File: config.mk
export PLATFORM = sky130hd
export DESIGN_NAME = load_counter_sched_flat
export DESIGN_NICKNAME = d
export VERILOG_FILES = /design/src/rtl/load_counter_sched_if.sv /design/src/rtl/load_counter_sched.sv /design/src/flat_wrapper.sv
export SDC_FILE = /design/constraint.sdc
export NUM_CORES = 1
export LEC_CHECK = 0
export CAP_MARGIN = 20
export CORE_UTILIZATION = 32
export DETAILED_ROUTE_END_ITERATION = 12
export HOLD_SLACK_MARGIN = 0.15
export PLACE_DENSITY = 0.77
export SLEW_MARGIN = 20
export SYNTH_ARGS = -nofsm -noshare
export SYNTH_HDL_FRONTEND = slang
export SYNTH_SLANG_ARGS = --single-unit
File: constraint.sdc
create_clock -name clk -period 1.35 [get_ports clk]
set_clock_uncertainty 0.05 [all_clocks]
set_input_delay 0.2025 -clock clk [delete_from_list [all_inputs] [get_ports clk]]
set_output_delay 0.2025 -clock clk [all_outputs]
set_load 0.05 [all_outputs]
File: src/rtl/load_counter_sched_if.sv
// Requester/counter-side signal bundle for load_counter_sched.
// slave = scheduler view, master = requesters plus counter view.
interface load_counter_sched_if #(
  parameter int NUM_REQ = 4,
  parameter int CNT_W   = 4,
  parameter int IDX_W   = (NUM_REQ > 1) ? $clog2(NUM_REQ) : 1
);
  logic [NUM_REQ-1:0]       req_i;
  logic [NUM_REQ*CNT_W-1:0] req_val_i;
  logic [NUM_REQ-1:0]       gnt_o;
  logic [NUM_REQ-1:0]       done_o;
  logic                     busy_o;
  logic [IDX_W-1:0]         owner_o;
  logic                     cnt_load_o;
  logic [CNT_W-1:0]         cnt_load_val_o;
  logic [CNT_W-1:0]         cnt_count_i;

  modport slave (
    input  req_i, req_val_i, cnt_count_i,
    output gnt_o, done_o, busy_o, owner_o, cnt_load_o, cnt_load_val_o
  );

  modport master (
    output req_i, req_val_i, cnt_count_i,
    input  gnt_o, done_o, busy_o, owner_o, cnt_load_o, cnt_load_val_o
  );
endinterface

File: src/rtl/load_counter_sched.sv
// Shares one loadable up-counter between NUM_REQ requesters, one interval per grant.
// Define LCS_ROUND_ROBIN_EN for round-robin arbitration; otherwise fixed priority (index 0 highest).
//
// state  | meaning
// IDLE   | waiting for any req_i, arbitrates and grants
// LOAD   | counter is being loaded with the owner's start value
// RUN    | waiting for the counter to reach all-ones
// DONE   | done_o pulse to the owner, always returns to IDLE
module load_counter_sched #(
  parameter int NUM_REQ = 4,
  parameter int CNT_W   = 4
) (
  input logic                  clk,
  input logic                  reset,
  load_counter_sched_if.slave  bus
);
  localparam int IDX_W = $clog2(NUM_REQ);

  typedef enum logic [1:0] {S_IDLE, S_LOAD, S_RUN, S_DONE} state_t;

  state_t           r_state;
  logic [IDX_W-1:0] w_win;
  logic [CNT_W-1:0] w_val;

`ifdef LCS_ROUND_ROBIN_EN
  logic [IDX_W-1:0] r_last;
  logic             w_found;
  int               w_idx;

  // Search begins one past the last grant, wrapping at NUM_REQ.
  always_comb begin
    w_win   = '0;
    w_found = 1'b0;
    w_idx   = 0;
    for (int k = 0; k < NUM_REQ; k++) begin
      w_idx = int'(r_last) + 1 + k;
      if (w_idx >= NUM_REQ) w_idx = w_idx - NUM_REQ;
      if (!w_found && bus.req_i[IDX_W'(w_idx)]) begin
        w_win   = IDX_W'(w_idx);
        w_found = 1'b1;
      end
    end
  end
`else
  always_comb begin
    w_win = '0;
    for (int k = NUM_REQ - 1; k >= 0; k--) begin
      if (bus.req_i[IDX_W'(k)]) w_win = IDX_W'(k);
    end
  end
`endif

  always_comb begin
    w_val = '0;
    for (int k = 0; k < NUM_REQ; k++) begin
      if (IDX_W'(k) == w_win) w_val = bus.req_val_i[k*CNT_W +: CNT_W];
    end
  end

  always_ff @(posedge clk or posedge reset) begin
    if (reset) begin
      r_state            <= S_IDLE;
      bus.gnt_o          <= '0;
      bus.done_o         <= '0;
      bus.busy_o         <= 1'b0;
      bus.owner_o        <= '0;
      bus.cnt_load_o     <= 1'b0;
      bus.cnt_load_val_o <= '0;
`ifdef LCS_ROUND_ROBIN_EN
      r_last             <= IDX_W'(NUM_REQ - 1);
`endif
    end else begin
      bus.gnt_o      <= '0;
      bus.done_o     <= '0;
      bus.cnt_load_o <= 1'b0;
      case (r_state)
        S_IDLE: begin
          if (|bus.req_i) begin
            r_state            <= S_LOAD;
            bus.gnt_o          <= NUM_REQ'(1) << w_win;
            bus.owner_o        <= w_win;
            bus.busy_o         <= 1'b1;
            bus.cnt_load_o     <= 1'b1;
            bus.cnt_load_val_o <= w_val;
`ifdef LCS_ROUND_ROBIN_EN
            r_last             <= w_win;
`endif
          end
        end
        S_LOAD: r_state <= S_RUN;
        S_RUN: begin
          // Only the first all-ones counts; the counter's wrap is never seen here.
          if (bus.cnt_count_i == {CNT_W{1'b1}}) begin
            r_state    <= S_DONE;
            bus.done_o <= NUM_REQ'(1) << bus.owner_o;
          end
        end
        S_DONE: begin
          r_state    <= S_IDLE;
          bus.busy_o <= 1'b0;
        end
        default: begin
          r_state    <= S_IDLE;
          bus.busy_o <= 1'b0;
        end
      endcase
    end
  end
endmodule

File: src/flat_wrapper.sv
// flat-port wrapper written by rule: the top's interface ports become plain ports
module load_counter_sched_flat 
#(
  parameter int NUM_REQ = 4,
  parameter int CNT_W   = 4
)
  (clk, reset, bus_req_i, bus_req_val_i, bus_cnt_count_i, bus_gnt_o, bus_done_o, bus_busy_o, bus_owner_o, bus_cnt_load_o, bus_cnt_load_val_o);
  load_counter_sched_if #(.NUM_REQ(NUM_REQ), .CNT_W(CNT_W)) bus_i ();
  input logic clk;
  input logic reset;
  input wire logic [$bits(bus_i.req_i)-1:0] bus_req_i;
  input wire logic [$bits(bus_i.req_val_i)-1:0] bus_req_val_i;
  input wire logic [$bits(bus_i.cnt_count_i)-1:0] bus_cnt_count_i;
  output wire logic [$bits(bus_i.gnt_o)-1:0] bus_gnt_o;
  output wire logic [$bits(bus_i.done_o)-1:0] bus_done_o;
  output wire logic [$bits(bus_i.busy_o)-1:0] bus_busy_o;
  output wire logic [$bits(bus_i.owner_o)-1:0] bus_owner_o;
  output wire logic [$bits(bus_i.cnt_load_o)-1:0] bus_cnt_load_o;
  output wire logic [$bits(bus_i.cnt_load_val_o)-1:0] bus_cnt_load_val_o;
  assign bus_i.req_i = bus_req_i;
  assign bus_i.req_val_i = bus_req_val_i;
  assign bus_i.cnt_count_i = bus_cnt_count_i;
  assign bus_gnt_o = bus_i.gnt_o;
  assign bus_done_o = bus_i.done_o;
  assign bus_busy_o = bus_i.busy_o;
  assign bus_owner_o = bus_i.owner_o;
  assign bus_cnt_load_o = bus_i.cnt_load_o;
  assign bus_cnt_load_val_o = bus_i.cnt_load_val_o;
  load_counter_sched #(.NUM_REQ(NUM_REQ), .CNT_W(CNT_W)) u_core (.clk(clk), .reset(reset), .bus(bus_i));
endmodule
# Word-level counts from Yosys, hierarchy flattened
# Cells that the tools add are included.
# classes
n_shift	2
n_reduce_logical	7
eq_ne	9
muxes	17
# ops
operator	count
$mux 4	8
$mux 2	4
$pmux 2 s4	1
$shl 1x2->4 const A	2
$reduce_and 2->1	3
$eq 2x2->1 const A	2
$eq 2x2->1 const B	2
$eq 4x4->1 const B	1
$logic_not 2->1	2
$ne 2x1->1 const B	2
$reduce_or 4->1	1
$mux 1	3
$eq 1x2->1 const A	1
$eq 2x1->1 const B	1
$pmux 1 s2	1
$reduce_bool 2->1	1
# word_totals
out_inout_bits	16
ff_bits	18
in_bits	26
elab_cells	42

# Longest topological paths before layout
# depth
depth_word	7
depth_mapped	6
mapped_depth_nobuf	5

# Least setup slack after synthesis
# Ideal clock, no wire load.
# synth_timing
kind	flip-flop to flip-flop
from	register u_core.r_state[0]
to	register u_core.r_state[1]
path_slack_ns	0.018
period_less_slack_ns	1.332
stages_incl_launch_ff	6
setup_ns	0.125
t_required_ns	1.175
n_path_buf	0
arrival_ns	1.157
path_cell_list	dfrtp_1 inv_1 ha_1 inv_1 a2bb2oi_2 mux2_4
# synth_via
elab_chain_cells	3
elab_cells_between_ends	8
classes_between	5 x eq/ne; 1 x mux; 2 x reduce/logical
# synth_rtl
element	line_no	text
start, declared	load_counter_sched.sv:21	state_t r_state;
start signal, assigned	load_counter_sched.sv:62	r_state <= S_IDLE;
start signal, assigned	load_counter_sched.sv:79	r_state <= S_LOAD;
start signal, assigned	load_counter_sched.sv:90	S_LOAD: r_state <= S_RUN;
$eq 2x2->1 or $logic_not 2->1 (tied branches)	load_counter_sched.sv:76	case (r_state)
$ne 2x1->1 (no source line)	--	
$reduce_and 2->1 (no source line)	--	
# Parallel ways exist; a longest one is shown, timed or not.
# A chain may end at the register's enable or synchronous reset.

# Worst setup path after layout
# layout_timing
from	register u_core.r_state[1]
to	register u_core.r_state[1]
# Same word-level chain as after synthesis.

==> flow_summary.toml <==
[synthesis]
synthAdderAreaFrac_pct = 7.42
synth_top_family_by_area = "compound AO/OA/AOI/OAI gates"
synth-simple-area-share_pct = 11.3
ys_seq_area_share_pct = 48.2
synth.distinct_cells = 19
ys_ff_latch = 13
post_synth.cell_area_avg_sq_um = 11.8
synth-xor-area-share_pct = 0
syn_inst = 57
synth_compound_area_share_pct = 12.6
yosys_warnings = 0
synthMuxAreaShare_pct = 8.16
syn_area_sq_um = 674

[route]
drt_wl_total_um = 1500
via_count = 520
drt-initial-drc-count = 1
drt.antenna.violating_nets = 0
vias_per_cell = 4.33
drc = 0
wl_per_cell_um = 12.5
drt_pre_antenna_iters = 2

[global_route]
grt.overflow.total = 0
antenna_found_initial = 0
grt_usage_pct = 15.3
grt_start_max_net_pins = 14
grt_pass1_vias = 522
grt_pass1_wl_um = 2270

[layout]
fillers = 169
num_antenna_cells = 0
fin_nets = 124
layout_common_cells = "clkdlybuf4s50_1, dfrtp_1, buf_12"
regArea_sq_um = 325
post-route-util_pct = 59.9
multi_input_area_sq_um = 322
layout_commonest_cell = "clkdlybuf4s50_1"
drive_gt1_share_pct = 33.3
area_growth_pct = 74.4

[timing]
setup_viol = 0
slew_viol_final = 0
hold_viol = 0
min_period_ps = 1330
setup_ws_ps = 18.9
max_freq_ghz = 0.751
timing.final.crit_share_pct = 98.6

[critical_path]
critical_path_class = "flop to flop"
startpoint_type = "flop"
end_kind = "flop"
crit_arrival_ps = 1450
critPathRequiredTime_ps = 1460
cp_max_fo = 3

[job]
drv_cap = 0

[pwr]
powerDensity_mw_per_mm2 = 2290
power_switching_w = 0.00113
finalPower_w = 0.00269
peakVddDrop_uv = 1360
p_int_w = 0.00156
power_leakage_nw = 0.571
p_clk_share_pct = 8.9
pwr-share-seq_pct = 26.3
combPwrFrac_pct = 64.9
sw_frac_of_total_pct = 42.0

[floorplan]
core_sq_mm = 0.00196
die_w_um = 47.9
dieHeight_um = 47.9
fp-row-count = 16
ios = 42
initial_core_util_pct = 34.4
die-area_sq_mm = 0.00229

[clock_tree]
cts-root-buf = "clkbuf_4"
ctsHtreeMaxLevel = 1
cts_made_buffers = 3
clock_latency_ps = 270
cts_tree = "yes"
cts_sinks = 13
clk_pin_slew_ps = 80
clk_path_buf_depth = 2

[placed_design]
port_buffers = 28
dpl.hpwl_um = 1180
place_ws_ps = -355
place.gp.congestion = 0.703

[run_status]
outcome = "completed"

[hold_path]
hold_class = "primary input to asynchronous set/reset pin"
## sequential cells by signal, summed over array words and instances (netlist names)
signal,count
u_core.bus.busy_o,1
u_core.bus.cnt_load_val_o,4
u_core.bus.done_o,2
u_core.r_state,2
u_core.bus.cnt_load_o,1
u_core.bus.owner_o,1
u_core.bus.gnt_o,2
## cells in the mapped netlist (all sizes together)
| master | number | area share, % |
|---|---|---|
| a21oi | 1 | 0.74 |
| o21ai | 4 | 3.0 |
| nand2 | 5 | 2.8 |
| ha | 4 | 7.4 |
| nor4 | 1 | 3.2 |
| and2 | 1 | 1.1 |
| a2bb2oi | 3 | 4.8 |
| and3 | 2 | 1.9 |
| mux2 | 1 | 2.2 |
| buf | 7 | 8.3 |
| mux2i | 4 | 5.9 |
| o41ai | 1 | 4.1 |
| conb | 1 | 0.56 |
| nor2 | 2 | 1.1 |
| and4 | 1 | 1.3 |
| inv | 6 | 3.3 |
| dfrtp | 13 | 48 |
## through the flow
| step | hold WS, ps | setup TNS (ps) | instance area (sq um) | instances |
|---|---|---|---|---|
| 2_1_floorplan | 29.5 | 0 | 689 | 61 |
| 3_3_place_gp | 469 | -2470 | 1110 | 116 |
| 3_5_place_dp | 478 | -2640 | 1110 | 116 |
| 4_1_cts | 209 | 0 | 1140 | 120 |
| 5_1_grt | 241 | -3.85 | 1180 | 120 |
| 6_report | 193 | 0 | 1180 | 120 |
## power by group through the flow
stage	registers [W]	logic [W]	clock network, W
after global placement	0.000689	0.00161	0
after global routing	0.000718	0.00186	0.000266
after detailed placement	0.000698	0.00165	0
after floorplan	0.00105	0.000480	0
final	0.000705	0.00174	0.000238
after CTS	0.000693	0.00166	0.000244
## final timing paths
| kind | from | to | slack [ps] | cells after the start |
|---|---|---|---|---|
| setup / recovery | u_core.r_state[1] | u_core.r_state[1] | 20 | 4 |
| min in group clk | bus_req_i[2] | u_core.bus.cnt_load_o | 300 | 3 |
| setup reg to reg | u_core.r_state[1] | u_core.r_state[1] | 20 | 4 |
| hold reg to reg | u_core.bus.cnt_load_val_o[3] | u_core.bus.cnt_load_val_o[3] | 490 | 2 |
| hold / removal | reset | u_core.bus.gnt_o[0] | 190 | 2 |
| max in group asynchronous | reset | u_core.bus.cnt_load_val_o[1] | 740 | 2 |
## routing by layer
metal	wire length, um	GRT usage (%)	vias up
met5	0	0	-
met4	19	11.7	0
met3	84	2.64	2
met2	780	27.3	21
met1	615	15.8	246
li1	-	-	251
## logic make-up (layout without fill, tap and decap cells)
group,after synthesis,count (layout)
multiplexers,5,5
adder cells (fa/ha/maj),4,4
buffers and inverters,13,45
AND/OR/NAND/NOR,12,12
AO/OA/AOI/OAI,9,9
flip-flops,13,13
other,1,5
## critical path, cell delays in order (launching register included)
cell	delay, ps
dfrtp_1	450
ha_4	190
inv_2	60
a2bb2oi_4	160
mux2_4	310
## layout make-up
type | instances | share of cell area (%)
Clock buffer | 4 | 2.23
Inverter | 6 | 1.91
Multi-Input combinational cell | 35 | 27.3
Sequential cell | 13 | 27.7
Tap cell | 27 | 2.87
Timing Repair Buffer | 35 | 38.0
## what timing repair did
action / in CTS / in global routing
endpoints found under the setup margin: 5 / 3
pin swaps: 1 / 3
gates resized for setup: 4 / 7
setup buffers: 0 / 0
hold endpoints to repair: 0 / 0
hold buffers: 0 / 0
No activity file was read; power rests on OpenSTA's default activity.
